### src/rtl/button_pkg.sv
// Shared types and sizing helpers for the button conditioner.
package button_pkg;

  typedef enum logic [1:0] {
    IDLE  = 2'd0,
    DELAY = 2'd1,
    RATE  = 2'd2
  } rep_state_t;

  function automatic int max_int(input int a, input int b);
    return (a > b) ? a : b;
  endfunction

  // Bits needed to hold values 0..max_val inclusive.
  function automatic int cnt_width(input int max_val);
    return (max_val < 1) ? 1 : $clog2(max_val + 1);
  endfunction

endpackage

### src/rtl/button_channel.sv
// One button channel: 2-FF synchroniser, stability-counter debouncer and
// optional auto-repeat generator producing registered press/release pulses.
module button_channel
  import button_pkg::*;
#(
  parameter int DB_CYCLES    = 4,
  parameter int REPEAT_DELAY = 16,
  parameter int REPEAT_RATE  = 4,
  parameter bit REPEAT_EN    = 1'b0
) (
  input  logic clk_i,
  input  logic rst_i,
  input  logic en_i,
  input  logic btn_i,
  output logic level_o,
  output logic press_o,
  output logic release_o
);

  localparam int DB_W  = cnt_width(DB_CYCLES);
  localparam int REP_W = cnt_width(max_int(REPEAT_DELAY, REPEAT_RATE));

  localparam logic [DB_W-1:0]  DB_LAST    = DB_W'(DB_CYCLES - 1);
  localparam logic [REP_W-1:0] DELAY_LAST = REP_W'(REPEAT_DELAY - 1);
  localparam logic [REP_W-1:0] RATE_LAST  = REP_W'(REPEAT_RATE - 1);

  logic             s1;
  logic             s2;
  logic             level;
  logic [DB_W-1:0]  db_cnt;
  logic             accept;
  logic             rise;
  logic             fall;

  rep_state_t       state;
  rep_state_t       state_nxt;
  logic [REP_W-1:0] rep_cnt;
  logic [REP_W-1:0] rep_cnt_nxt;
  logic             rep_fire;

  // s2 has disagreed with level for DB_CYCLES consecutive edges.
  assign accept = (s2 != level) && (db_cnt == DB_LAST);
  assign rise   = accept && s2;
  assign fall   = accept && !s2;

  // NOTE: non-blocking assignments so every flop samples pre-edge values;
  // blocking here would collapse s1->s2 into a single stage.
  always_ff @(posedge clk_i) begin
    if (rst_i) begin
      s1     <= 1'b0;
      s2     <= 1'b0;
      level  <= 1'b0;
      db_cnt <= '0;
    end else begin
      s1 <= btn_i;
      s2 <= s1;
      if (s2 == level) begin
        db_cnt <= '0;
      end else if (accept) begin
        level  <= s2;
        db_cnt <= '0;
      end else begin
        db_cnt <= db_cnt + DB_W'(1);
      end
    end
  end

  // NOTE: defaults first so every path assigns every output; otherwise
  // the unassigned branches infer latches.
  always_comb begin
    state_nxt   = state;
    rep_cnt_nxt = rep_cnt;
    rep_fire    = 1'b0;
    if (!en_i || fall) begin
      state_nxt   = IDLE;
      rep_cnt_nxt = '0;
    end else begin
      case (state)
        IDLE: begin
          if (rise && REPEAT_EN) begin
            state_nxt   = DELAY;
            rep_cnt_nxt = '0;
          end
        end
        DELAY: begin
          if (rep_cnt == DELAY_LAST) begin
            rep_fire    = 1'b1;
            rep_cnt_nxt = '0;
            state_nxt   = RATE;
          end else begin
            rep_cnt_nxt = rep_cnt + REP_W'(1);
          end
        end
        RATE: begin
          if (rep_cnt == RATE_LAST) begin
            rep_fire    = 1'b1;
            rep_cnt_nxt = '0;
          end else begin
            rep_cnt_nxt = rep_cnt + REP_W'(1);
          end
        end
        default: begin
          state_nxt   = IDLE;
          rep_cnt_nxt = '0;
        end
      endcase
    end
  end

  always_ff @(posedge clk_i) begin
    if (rst_i) begin
      state     <= IDLE;
      rep_cnt   <= '0;
      press_o   <= 1'b0;
      release_o <= 1'b0;
    end else begin
      state     <= state_nxt;
      rep_cnt   <= rep_cnt_nxt;
      press_o   <= en_i && (rise || rep_fire);
      release_o <= en_i && fall;
    end
  end

  assign level_o = level;

endmodule

### src/rtl/button_conditioner.sv
// Multi-channel push-button conditioner: per-channel debounced levels,
// press/release/repeat pulses, and a registered enable acknowledge.
module button_conditioner
  import button_pkg::*;
#(
  parameter int              N_CH         = 3,
  parameter int              DB_CYCLES    = 4,
  parameter int              REPEAT_DELAY = 16,
  parameter int              REPEAT_RATE  = 4,
  parameter logic [N_CH-1:0] REPEAT_MASK  = '0
) (
  input  logic            clk_i,
  input  logic            rst_i,
  input  logic            en_i,
  input  logic [N_CH-1:0] btn_i,
  output logic [N_CH-1:0] level_o,
  output logic [N_CH-1:0] press_o,
  output logic [N_CH-1:0] release_o,
  output logic            valid_o
);

  always_ff @(posedge clk_i) begin
    if (rst_i) begin
      valid_o <= 1'b0;
    end else begin
      valid_o <= en_i;
    end
  end

  for (genvar i = 0; i < N_CH; i++) begin : g_ch
    button_channel #(
      .DB_CYCLES   (DB_CYCLES),
      .REPEAT_DELAY(REPEAT_DELAY),
      .REPEAT_RATE (REPEAT_RATE),
      .REPEAT_EN   (REPEAT_MASK[i])
    ) u_channel (
      .clk_i    (clk_i),
      .rst_i    (rst_i),
      .en_i     (en_i),
      .btn_i    (btn_i[i]),
      .level_o  (level_o[i]),
      .press_o  (press_o[i]),
      .release_o(release_o[i])
    );
  end

endmodule
### config.mk
export PLATFORM = sky130hd
export DESIGN_NAME = button_conditioner
export DESIGN_NICKNAME = d
export VERILOG_FILES = /design/src/rtl/button_pkg.sv /design/src/rtl/button_channel.sv /design/src/rtl/button_conditioner.sv
export SDC_FILE = /design/constraint.sdc
export NUM_CORES = 1
export LEC_CHECK = 0
export BUFFER_PORTS_ARGS = -buffer_cell sky130_fd_sc_hd__buf_2
export CELL_PAD_IN_SITES_DETAIL_PLACEMENT = 1
export CELL_PAD_IN_SITES_GLOBAL_PLACEMENT = 1
export CORE_AREA = 2 2 52 54
export CTS_BUF_LIST = sky130_fd_sc_hd__clkbuf_8
export DETAILED_ROUTE_END_ITERATION = 12
export DIE_AREA = 0 0 54 56
export PLACE_DENSITY_LB_ADDON = 0.1
export SETUP_SLACK_MARGIN = 0.15
export SLEW_MARGIN = 10
export SYNTH_ARGS = -nofsm -noshare
export SYNTH_HDL_FRONTEND = slang
export SYNTH_SLANG_ARGS = --single-unit
### constraint.sdc
create_clock -name clk_i -period 1.9 [get_ports clk_i]
set_input_delay 0.095 -clock clk_i [delete_from_list [all_inputs] [get_ports clk_i]]
set_output_delay 0.095 -clock clk_i [all_outputs]
set_load 0.05 [all_outputs]
; Word level (Yosys, flattened, before mapping)
; Index checks and enable logic that the tools add are counted.
[op_classes]
n_addsub = 6
multipliers = 0
div_mod_pow = 0
order_cmp = 0
eq_ne = 24
shifts = 0
n_mux = 27
bitwise = 6
n_reduce_logical = 43
[ops]
columns = cell, n
row1 = $pmux W5 S3, 3
row2 = $mux W5, 6
row3 = $add A5 B1 Y5 const B, 3
row4 = $eq A5 B2 Y1 const B, 3
row5 = $eq A5 B4 Y1 const B, 3
row6 = $logic_and A1 B1 Y1, 15
row7 = $pmux W2 S2, 3
row8 = $reduce_and A2 Y1, 6
row9 = $reduce_or A2 Y1, 6
row10 = $add A3 B1 Y3 const B, 3
row11 = $eq A3 B2 Y1 const B, 3
row12 = $mux W1, 9
row13 = $reduce_or A3 Y1, 3
row14 = $eq A2 B1 Y1 const B, 3
row15 = $eq A2 B2 Y1 const B, 3
row16 = $logic_not A2 Y1, 3
row17 = $logic_or A1 B1 Y1, 6
row18 = $mux W2, 3
row19 = $ne A2 B1 Y1 const B, 3
row20 = $not A1 Y1, 6
row21 = $pmux W1 S2, 3
row22 = $logic_not A1 Y1, 4
row23 = $eq A1 B1 Y1, 3
row24 = $ne A1 B1 Y1, 3
[totals]
reg_bits = 46
latchBits = 0
ramBits = 0
romBits = 0
word_cells = 131
n_memories = 0

; Logic depth before layout (Yosys ltp)
; Gate-level depths: netlist of run 1.
[depth]
ltp_word = 7
ltp_mapped = 4
mapped_depth_nobuf = 4

; Modules after synthesis
; A second synthesis of run 1 with hierarchy kept.
[hier_totals]
cells_unflattened = 68
hier_area_um2 = 855.8
[by_module_without_submodules]
columns = mod, n_inst, cells_per_inst, area_each_um2, seq_area_each_um2
row1 = button_channel, 3, 22, 274.0, 160.2
row2 = button_conditioner, 1, 2, 33.8, 20.0

; Worst setup path after synthesis of run 1
; Ideal clock, no wire load.
[synth_timing]
path_kind = register to register
startpoint = reg g_ch[0].u_channel.db_cnt[0]
endpoint = reg g_ch[0].u_channel.level
setup_ns = 0.118
arrival_ns = 0.977
slack_ns = 0.806
path_stages_with_launch = 5
path_buffers = 0
period_less_slack_ns = 1.094
path_cell_list = dfxtp_1 ha_1 ha_1 mux2i_1 nor2_1
[synth_between]
elab_chain_cells = 3
[synth_lines]
columns = item, line
row1 = from (decl), button_channel.sv:30  ; logic [DB_W-1:0] db_cnt;
row2 = from (signal assigned), button_channel.sv:63  ; db_cnt <= db_cnt + DB_W'(1);
row3 = $eq A3 B2 Y1, button_channel.sv:42  ; assign accept = (s2 != level) && (db_cnt == DB_LAST);
row4 = $logic_and A1 B1 Y1, button_channel.sv:42
row5 = $reduce_and A2 Y1 (no source line), --
row6 = to (signal assigned), button_channel.sv:52  ; level <= 1'b0;
row7 = to (signal assigned), button_channel.sv:60  ; level <= s2;
row8 = to (decl), button_channel.sv:29  ; logic level;
; Every way passes these cells.
; A chain may end at the register's enable or synchronous reset.

; Final worst setup path of run 1
[layout_timing]
startpoint = reg g_ch[1].u_channel.db_cnt[0]
endpoint = reg g_ch[1].u_channel.press_o
[layout_between]
elab_chain_cells = 7
word_cells_on_any_way = 8
[layout_lines]
columns = item, line
row1 = from (decl), button_channel.sv:30
row2 = from (signal assigned), button_channel.sv:63
row3 = $eq A3 B2 Y1 *, button_channel.sv:42
row4 = $logic_and A1 B1 Y1 *, button_channel.sv:42
row5 = $logic_and A1 B1 Y1, button_channel.sv:44  ; assign fall = accept && !s2;
row6 = $logic_or A1 B1 Y1, button_channel.sv:74  ; if (!en_i || fall) begin
row7 = $mux W1, button_channel.sv:74
row8 = $logic_or A1 B1 Y1 *, button_channel.sv:119  ; press_o <= en_i && (rise || rep_fire);
row9 = $logic_and A1 B1 Y1 *, button_channel.sv:119
row10 = to (signal assigned), button_channel.sv:119
row11 = to (decl), button_channel.sv:16  ; output logic press_o,
; Mark *: on every way between the ends. The rest lies on a longest branch, timed or not.

==> flow_summary.yaml, run 1 <==
outcome:
  status: "finished clean"
clocking:
  post_cts_buffers: 0
  cts_buffer_depth: 2
  postCtsHoldBufs: 0
  cts_buffers: 3
  cts.sinks: 25
  insertion_delay_ns: 0.26
  cts_resized: 0
  cts.htree.levels: 1
  clk_pin_slew_ns: 0.08
  root_buffer: "clkbuf_8"
  cts_tree: "built"
floorplanning:
  die_x_um: 54
  fp.dieArea_um2: 3020
  pin_count: 16
  start_util_pct: 39.2
  core_um2: 2430
  die_h_um: 56
  rows: 18
timing:
  setup_viol: 0
  tns_ns: 0
  layout_setup_ws_ns: 0.674
  fmax_mhz: 815
  fin_worst_skew_ns: 0.000584
  finalCritPeriodShare_pct: 64.5
  min_period_ns: 1.23
  grt_setup_unrepaired: "false"
  final_max_slew_viol_count: 0
  tightest_slew_ns: 0.398
  slew_headroom_pct: 73.5
  finalHoldViolCount: 0
global_route:
  antenna_found_initial: 0
  grt_max_degree: 23
  grt_pass1_vias: 545
  grt_pass1_wl_um: 2350
  grtUsageTotal_pct: 10.7
  overflow: 0
detailed_routing:
  drcViolationCount: 0
  drtAntennaViolNets: 0
  dr.pass1.iters: 2
  drt_wl_total_um: 1450
  vias: 555
  drtIter0Drc: 3
  vias_per_cell: 4.74
  wl_per_cell_um: 12.4
critical_path:
  end_kind: "flop"
  crit_path_start: "g_ch[1].u_channel.db_cnt[0]"
  r2r_cells: 4
  startpoint_type: "flop"
  r2r_slack_ns: 0.67
  endpoint: "g_ch[1].u_channel.press_o"
  path_class: "flop to flop"
  reg2reg_to: "g_ch[1].u_channel.press_o"
  cp_data_required_time_ns: 2.07
  arrival_ns: 1.40
  critPathMaxFanout: 5
  reg2reg_from: "g_ch[1].u_channel.db_cnt[0]"
finish:
  syn_to_final_growth_pct: 7.73
  fillers: 278
  multi_input_area_um2: 359
  regArea_um2: 500
  final_nets: 100
  drive_gt1_share_pct: 27.6
  fin_area_um2: 1030
  antenna_cells: 0
synthesis:
  ys_seq_area_share_pct: 52.4
  synth_seq_cells: 25
  yosysWarnings: 0
  synth_nets: 91
  synth_area_per_cell_um2: 12.1
  postSynthCellCount: 79
  yosys.cell_types.count: 16
  syn_area_um2: 955
place:
  pre_cts_ws_ns: 0.674
  port_buffers: 15
  postPlaceCellArea_um2: 983
  gp_congestion: 0.575
min_path:
  min_path_type: "input port to flop"
  hold_depth: 2
power_and_ir_drop:
  ir_worst_vdd_mv: 0.548
  report.power.total_uw: 865
  p_per_area_nw_per_um2: 841
  p_leak_nw: 0.418
flow_run:
  timing.max_cap.violations: 0
-- stage by stage --
step | instances | hold WS (ns) | utilization (%)
after floorplan | 79 | 0.223 | -
after global placement | 113 | 0.307 | 40.4
after detailed placement | 113 | 0.315 | 40.4
after CTS | 117 | 0.0380 | 42.3
after global routing | 117 | 0.0432 | 42.3
final | 117 | 0.0399 | 42.3
-- sequential cells by signal (all words and copies together), names as in the netlist --
signal and count:
g_ch.u_channel.s2 3, g_ch.u_channel.release_o 3, g_ch.u_channel.level_o 3, valid_o 1, g_ch.u_channel.db_cnt 9, g_ch.u_channel.press_o 3, g_ch.u_channel.s1 3
-- synth_stat cells (all sizes together) --
cell type / count / area share, %
inv: 3 / 1.2
nor4: 6 / 3.9
mux2i: 3 / 3.1
nor4b: 3 / 4.7
nor3b: 6 / 5.8
nor2b: 7 / 4.6
ha: 6 / 7.9
buf: 11 / 8.8
nand3b: 3 / 3.7
nor2: 3 / 1.2
xnor2: 3 / 2.8
dfxtp: 25 / 52
-- report_power, final --
| part | leakage [nW] | switching, mW | internal [mW] |
|---|---|---|---|
| clock network | 0.0269 | 0.151 | 0.144 |
| logic | 0.188 | 0.0189 | 0.0136 |
| registers | 0.203 | 0.00504 | 0.532 |
-- per-layer routing --
layer,up-vias,track usage (%),part of all wire (%)
li1,276,-,-
met1,264,12.9,48
met2,13,17.2,47
met3,2,2.42,3.8
met4,0,5.36,0.69
met5,-,0,0
-- layout by cell type (no fill, tap or decap), drive strengths merged --
cell,count
xnor2,3
inv,4
nor2b,7
nor4,6
buf,15
ha,6
nor2,3
nand3b,3
dfxtp,25
mux2i,3
clkbuf,3
nor3b,6
nor4b,3
-- worst min-delay path by stage --
stage / start / end / slack, ns
finish: btn_i[0] / g_ch[0].u_channel.s1 / 0.04
global route: btn_i[0] / g_ch[0].u_channel.s1 / 0.04
CTS: btn_i[0] / g_ch[0].u_channel.s1 / 0.04
detailed placement: btn_i[0] / g_ch[0].u_channel.s1 / 0.31
global placement: btn_i[0] / g_ch[0].u_channel.s1 / 0.31
floorplan: btn_i[0] / g_ch[0].u_channel.s1 / 0.22
-- cell families after synthesis --
logic type	count (synthesis)	synth area share, %
flip-flops	25	52.4
XOR/XNOR	3	2.75
buffers and inverters	14	9.96
multiplexers	3	3.15
adder cells (fa/ha/maj)	6	7.86
AND/OR/NAND/NOR	28	23.9
-- area by class of cell --
class | count | area share, %
flip-flops and latches | 25 | 48.7
multi-input cells | 40 | 34.9
repair buffers | 15 | 7.30
clock buffers | 3 | 4.01
well taps | 30 | 3.65
inverters | 3 | 1.09
clock inverters | 1 | 0.365
-- critical path, stage by stage, from the launching register on --
cell and delay, ns:
dfxtp_1 0.35, ha_1 0.16, ha_1 0.27, nand3b_1 0.13, nor3b_1 0.23
No activity file was read; power rests on OpenSTA's default activity.
==> run 2: changes to the inputs <==
==> constraint.sdc (replaced) <==
create_clock -name clk_i -period 1 [get_ports clk_i]
set_input_delay 0.05 -clock clk_i [delete_from_list [all_inputs] [get_ports clk_i]]
set_output_delay 0.05 -clock clk_i [all_outputs]
set_load 0.05 [all_outputs]
==> run 2 against run 1 <==
Effect of this change: the flow now finishes with violations (negative hold slack, negative setup slack); die area is the same; routed wire length up 14%; utilization is 11 points higher; combinational power grew 140%; critical path depth unchanged; global-route usage grew 2.7 points.
==> flow_summary.yaml, run 2 (same netlist as run 1, synthesis figures left out) <==
outcome:
  status: "complete, but fails checks"
  violations: "negative hold slack, negative setup slack"
floorplanning:
  start_util_pct: 39.2
  fp.dieArea_um2: 3020
  pin_count: 16
  core_um2: 2430
  rows: 18
  die_h_um: 56
  die_x_um: 54
timing:
  fmax_mhz: 948
  hold_slack_ns: -0.00174
  tns_ns: -0.222
  fin_worst_skew_ns: 0.00235
  final_max_slew_viol_count: 0
  slew_headroom_pct: 71.0
  grt_setup_unrepaired: "true"
  setup_viol: 8
  min_period_ns: 1.06
  tightest_slew_ns: 0.435
  layout_setup_ws_ns: -0.0553
  finalHoldViolCount: 1
  finalCritPeriodShare_pct: 106
finish:
  final_common_cell: "dfxtp_1"
  largest_register_ffs: 9
  final_cell_mix: "14 x dfxtp_1, 8 x dfxtp_2, 7 x nor2b_1, 7 x buf_6"
  regMostFlops: "g_ch.u_channel.db_cnt"
  antenna_cells: 0
  drive_gt1_share_pct: 57.4
  fin_cells: 124
  final_nets: 107
  finish.utilization_pct: 53.3
  syn_to_final_growth_pct: 35.9
  fin_area_um2: 1300
  fillers: 246
flow_run:
  timing.max_cap.violations: 0
detailed_routing:
  drtAntennaViolNets: 0
  drcViolationCount: 0
  dr.pass1.iters: 2
  drt_wl_total_um: 1660
  wl_per_cell_um: 13.4
  drtIter0Drc: 3
  vias_per_cell: 4.69
  vias: 582
critical_path:
  critPathMaxFanout: 5
  end_kind: "flop"
  path_class: "flop to flop"
  arrival_ns: 1.25
  cp_data_required_time_ns: 1.19
  r2r_cells: 4
  startpoint_type: "flop"
clocking:
  root_buffer: "clkbuf_8"
  cts.sinks: 25
  cts_buffer_depth: 2
  clk_pin_slew_ns: 0.08
  insertion_delay_ns: 0.27
  cts_tree: "built"
  cts_buffers: 3
  cts.htree.levels: 1
power_and_ir_drop:
  ir_worst_vdd_mv: 0.925
  p_leak_nw: 0.465
  report.power.total_mw: 1.68
  p_per_area_nw_per_um2: 1300
global_route:
  overflow: 0
  grt_pass1_wl_um: 2860
  grt_max_degree: 23
  grt.busiest_layer: "met2"
  use_met1_pct: 16.7
  antenna_found_initial: 0
  gr-usage-met2_pct: 19.9
  grt_pass1_vias: 622
  grtUsageTotal_pct: 13.4
  grtUsageMet3_pct: 4.03
place:
  gp_congestion: 0.581
  dp.final_hpwl_um: 1020
  dp_cells: 113
  postPlaceCellArea_um2: 1070
  port_buffers: 15
min_path:
  min_path_type: "input port to flop"
  hold_depth: 2
-- run 2: cell count changes in the layout (fill, tap and decap cells not counted), sizes merged --
| cell | change |
|---|---|
| dlygate4sd3 | +2 |
| buf | +5 |
| clkinv | +1 |
| inv | -1 |
-- run 2: per-stage QoR --
stage               hold slack (ns)  setup WS (ns)
finish                     -0.00174        -0.0553
global route                 0.0278         -0.128
CTS                         0.00433        -0.0474
detailed placement            0.268        -0.0399
global placement              0.261        0.00408
floorplan                     0.178         0.0455
-- run 2: path summary, 6_finish.rpt --
path | startpoint | end | slack (ns)
max | g_ch[1].u_channel.db_cnt[0] | g_ch[1].u_channel.release_o | -0.06
min | btn_i[1] | g_ch[1].u_channel.s1 | -0.002
max reg2reg | g_ch[1].u_channel.db_cnt[0] | g_ch[1].u_channel.release_o | -0.06
min reg2reg | g_ch[2].u_channel.db_cnt[0] | g_ch[2].u_channel.db_cnt[0] | 0.44
-- run 2: report_power, final --
part	switching, mW	total [mW]	internal, mW
registers	0.0122	1.02	1.00
logic	0.0399	0.0785	0.0386
clock network	0.311	0.589	0.278
-- run 2: what timing repair did --
item / in CTS / in global routing
endpoints found under the hold margin: 2 / 0
hold buffers: 2 / 0
setup endpoints to repair: 28 / 28
resized for setup: 26 / 12
setup buffers: 4 / 1
pin swaps: 2 / 1
-- run 2: layout make-up --
cell class | instances | area, um2 | share of cell area, %
inverters | 3 | 11.3 | 0.868
repair buffers | 22 | 206 | 15.9
well taps | 30 | 37.5 | 2.89
multi-input cells | 40 | 474 | 36.5
clock buffers | 3 | 41.3 | 3.18
flip-flops and latches | 25 | 522 | 40.2
clock inverters | 1 | 5.00 | 0.386
-- run 2: metal layers --
layer  share of wire (%)  vias to the layer above
li1                    -                      291
met1                  46                      277
met2                  49                       10
met3                 3.4                        4
met4                 2.0                        0
met5                   0                        -
-- run 2: critical path: stages (launching register included) --
cell      delay, ns
dfxtp_2        0.36
ha_4           0.13
ha_4           0.16
nand3b_1       0.14
nor3b_2        0.19
==> run 3: changes to the inputs <==
--- a/config.mk
+++ b/config.mk
@@ -5,13 +5,14 @@
 export SDC_FILE = /design/constraint.sdc
 export NUM_CORES = 1
 export LEC_CHECK = 0
+export ABC_AREA = 1
 export BUFFER_PORTS_ARGS = -buffer_cell sky130_fd_sc_hd__buf_2
 export CELL_PAD_IN_SITES_DETAIL_PLACEMENT = 1
 export CELL_PAD_IN_SITES_GLOBAL_PLACEMENT = 1
-export CORE_AREA = 2 2 52 54
+export CORE_AREA = 2 2 54 56
 export CTS_BUF_LIST = sky130_fd_sc_hd__clkbuf_8
 export DETAILED_ROUTE_END_ITERATION = 12
-export DIE_AREA = 0 0 54 56
+export DIE_AREA = 0 0 56 58
 export PLACE_DENSITY_LB_ADDON = 0.1
 export SETUP_SLACK_MARGIN = 0.15
 export SLEW_MARGIN = 10
==> run 3 against run 2 <==
Effect of this change: the run ends with negative setup slack left; utilization decreased by 3.4 points; power shrank 0.25%; clock-buffer cell count unchanged; global-route usage decreased by 2.3 points; routed wire length down 9.4%; synthesized area is 1.3% higher; non-clock buffer count rose by 2; sequential power is essentially flat; combinational power grew 15%; clock power is 3% lower; critical path depth grew 1; setup slack gained 0.049 ns; critical path type unchanged.
==> flow_summary.yaml, run 3 <==
power_and_ir_drop:
  combPwrFrac_pct: 5.4
  ir_worst_vdd_mv: 0.870
  swShare_pct: 21.4
  internal_power_mw: 1.32
  power_frac_seq_pct: 60.5
  clockPowerShare_pct: 34.1
  p_per_area_nw_per_um2: 1260
  report.power.total_mw: 1.68
  p_leak_nw: 0.545
  switchingPower_uw: 359
critical_path:
  crit_path_frequent_cell: "ha_4"
  cp_data_required_time_ns: 1.16
  arrival_ns: 1.16
  path_class: "flop to flop"
  startpoint_type: "flop"
  path_cells: "ha_4 -> ha_4 -> buf_4 -> nand3_2 -> nor2_1"
  crit_slowest_cell: "dfxtp_2"
  critPathMaxFanout: 4
  critPathMaxStageDelay_ns: 0.34
  end_kind: "flop"
timing:
  finalHoldViolCount: 0
  final_max_slew_viol_count: 0
  grt_setup_unrepaired: "true"
  slew_headroom_pct: 83.8
  setup_viol: 1
  fin_worst_skew_ns: 0.00252
  tns_ns: -0.00653
  finalCritPeriodShare_pct: 101
  tightest_slew_ns: 0.242
  min_period_ns: 1.01
  fmax_mhz: 994
  layout_setup_ws_ns: -0.00653
clocking:
  cts_buffer_depth: 2
  insertion_delay_ns: 0.27
  cts.htree.levels: 1
  cts.sinks: 25
  cts_buffers: 3
  clk_pin_slew_ns: 0.08
  root_buffer: "clkbuf_8"
  cts_tree: "built"
synthesis:
  postSynthCellCount: 110
  yosysWarnings: 0
  synth_ff_type: "dfxtp_1"
  synth_top_family_by_area: "simple AND/OR/NAND/NOR gates"
  synth_commonest_cells: "25 x dfxtp_1, 23 x nor2_1, 21 x inv_1"
  syn_area_um2: 967
  synth_area_per_cell_um2: 8.79
  synth_seq_cells: 25
  yosysTopAreaCell: "dfxtp_1"
  ys_top_cells_by_area: "dfxtp_1 52%, nor2_1 8.9%, inv_1 8.2%"
  synth_most_common_cell: "dfxtp_1"
  synth_top_area_share_pct: 51.7
  synth_fa_ha_area_share_pct: 7.76
  yosys-mux-area-fraction_pct: 0
  synth_nets: 122
  synth-edff-count: 0
  synth_compound_area_share_pct: 2.07
  synth-async-reset-ratio_pct: 0
  synthXorXnorAreaFrac_pct: 0
  yosys.cell_types.count: 12
  synthSimpleGateAreaFrac_pct: 22.1
  ys_seq_area_share_pct: 51.7
finish:
  antenna_cells: 0
  largest_register_ffs: 9
  regMostFlops: "g_ch.u_channel.db_cnt"
  final_nets: 141
  syn_to_final_growth_pct: 37.5
  fin_cells: 159
  drive_gt1_share_pct: 43.8
  final_cell_mix: "22 x nor2_1, 21 x inv_1, 16 x dfxtp_1"
  fin_area_um2: 1330
  final_common_cell: "nor2_1"
global_route:
  grt_max_degree: 14
  grtUsageTotal_pct: 11.1
  grt_pass1_vias: 706
  overflow: 0
  grt_pass1_wl_um: 2790
  antenna_found_initial: 0
place:
  dp_cells: 148
  pre_cts_ws_ns: 0.0128
  gp_congestion: 0.641
  postPlaceCellArea_um2: 1120
  dp.final_hpwl_um: 1160
  port_buffers: 15
outcome:
  status: "complete, but fails checks"
  violations: "negative setup slack"
detailed_routing:
  wl_per_cell_um: 9.46
  vias: 680
  vias_per_cell: 4.28
  drcViolationCount: 0
  dr.pass1.iters: 3
  drtAntennaViolNets: 0
  drtIter0Drc: 4
  drt_wl_total_um: 1500
flow_run:
  timing.max_cap.violations: 0
floorplanning:
  die_x_um: 56
  start_util_pct: 36.3
  core_um2: 2660
  die_h_um: 58
  rows: 19
  fp.dieArea_um2: 3250
  pin_count: 16
min_path:
  min_path_type: "input port to flop"
[run 3: cell type report]
type	instances	area, um2
inverter	21	78.8
multi-input combinational	54	428
clock inverter	1	3.75
tap	31	38.8
clock buffer	3	41.3
sequential	25	519
fill	296	1330
timing repair buffer	24	220
[run 3: layer usage]
metal	share of wire, %	GRT usage (%)	up-vias
li1	-	-	357
met1	46	12.4	302
met2	46	18.3	16
met3	4.6	3.35	5
met4	2.9	7.14	0
met5	0	0	-
[run 3: worst max-delay path, delay by kind of cell, from the launching register on]
kind | cells | cell delay [ns]
adder cells (fa/ha/maj) | 2 | 0.33
AND/OR/NAND/NOR | 2 | 0.10
buffers and inverters | 1 | 0.13
flip-flops | 1 | 0.34
[run 3: worst paths after layout]
| kind | slack, ns | start | cells past startpoint | end |
|---|---|---|---|---|
| max | -0.007 | g_ch[2].u_channel.db_cnt[0] | 5 | g_ch[2].u_channel.press_o |
| min | 0.1 | rst_i | 2 | g_ch[2].u_channel.s1 |
| max reg2reg | -0.007 | g_ch[2].u_channel.db_cnt[0] | 5 | g_ch[2].u_channel.press_o |
| min reg2reg | 0.41 | g_ch[2].u_channel.s1 | 2 | g_ch[2].u_channel.s2 |
[run 3: power by group through the flow]
stage               clock [mW]  combinational, mW  sequential [mW]
global route             0.662              0.102             1.02
CTS                      0.615             0.0907             1.02
global placement             0             0.0766             1.05
finish                   0.573             0.0899             1.02
floorplan                    0             0.0484             1.05
detailed placement           0             0.0798             1.05
[run 3: cells by family after synthesis]
group	Yosys count
flops	25
compound gates	4
fa+ha+maj	6
simple gates	44
buf+inv	31
[run 3: repair_timing]
item | in CTS | in global routing
hold endpoints to repair | 3 | 0
endpoints found under the setup margin | 28 | 26
hold buffers | 3 | 0
resized for setup | 25 | 9
buffers inserted | 1 | 3
pin swaps | 6 | 0
[run 3: through the flow]
stage / hold slack (ns) / utilization [%]
floorplan: 0.157 / -
global placement: 0.249 / 42.2
detailed placement: 0.264 / 42.2
CTS: 0.0964 / 47.8
global route: 0.127 / 50.0
finish: 0.0993 / 50.0
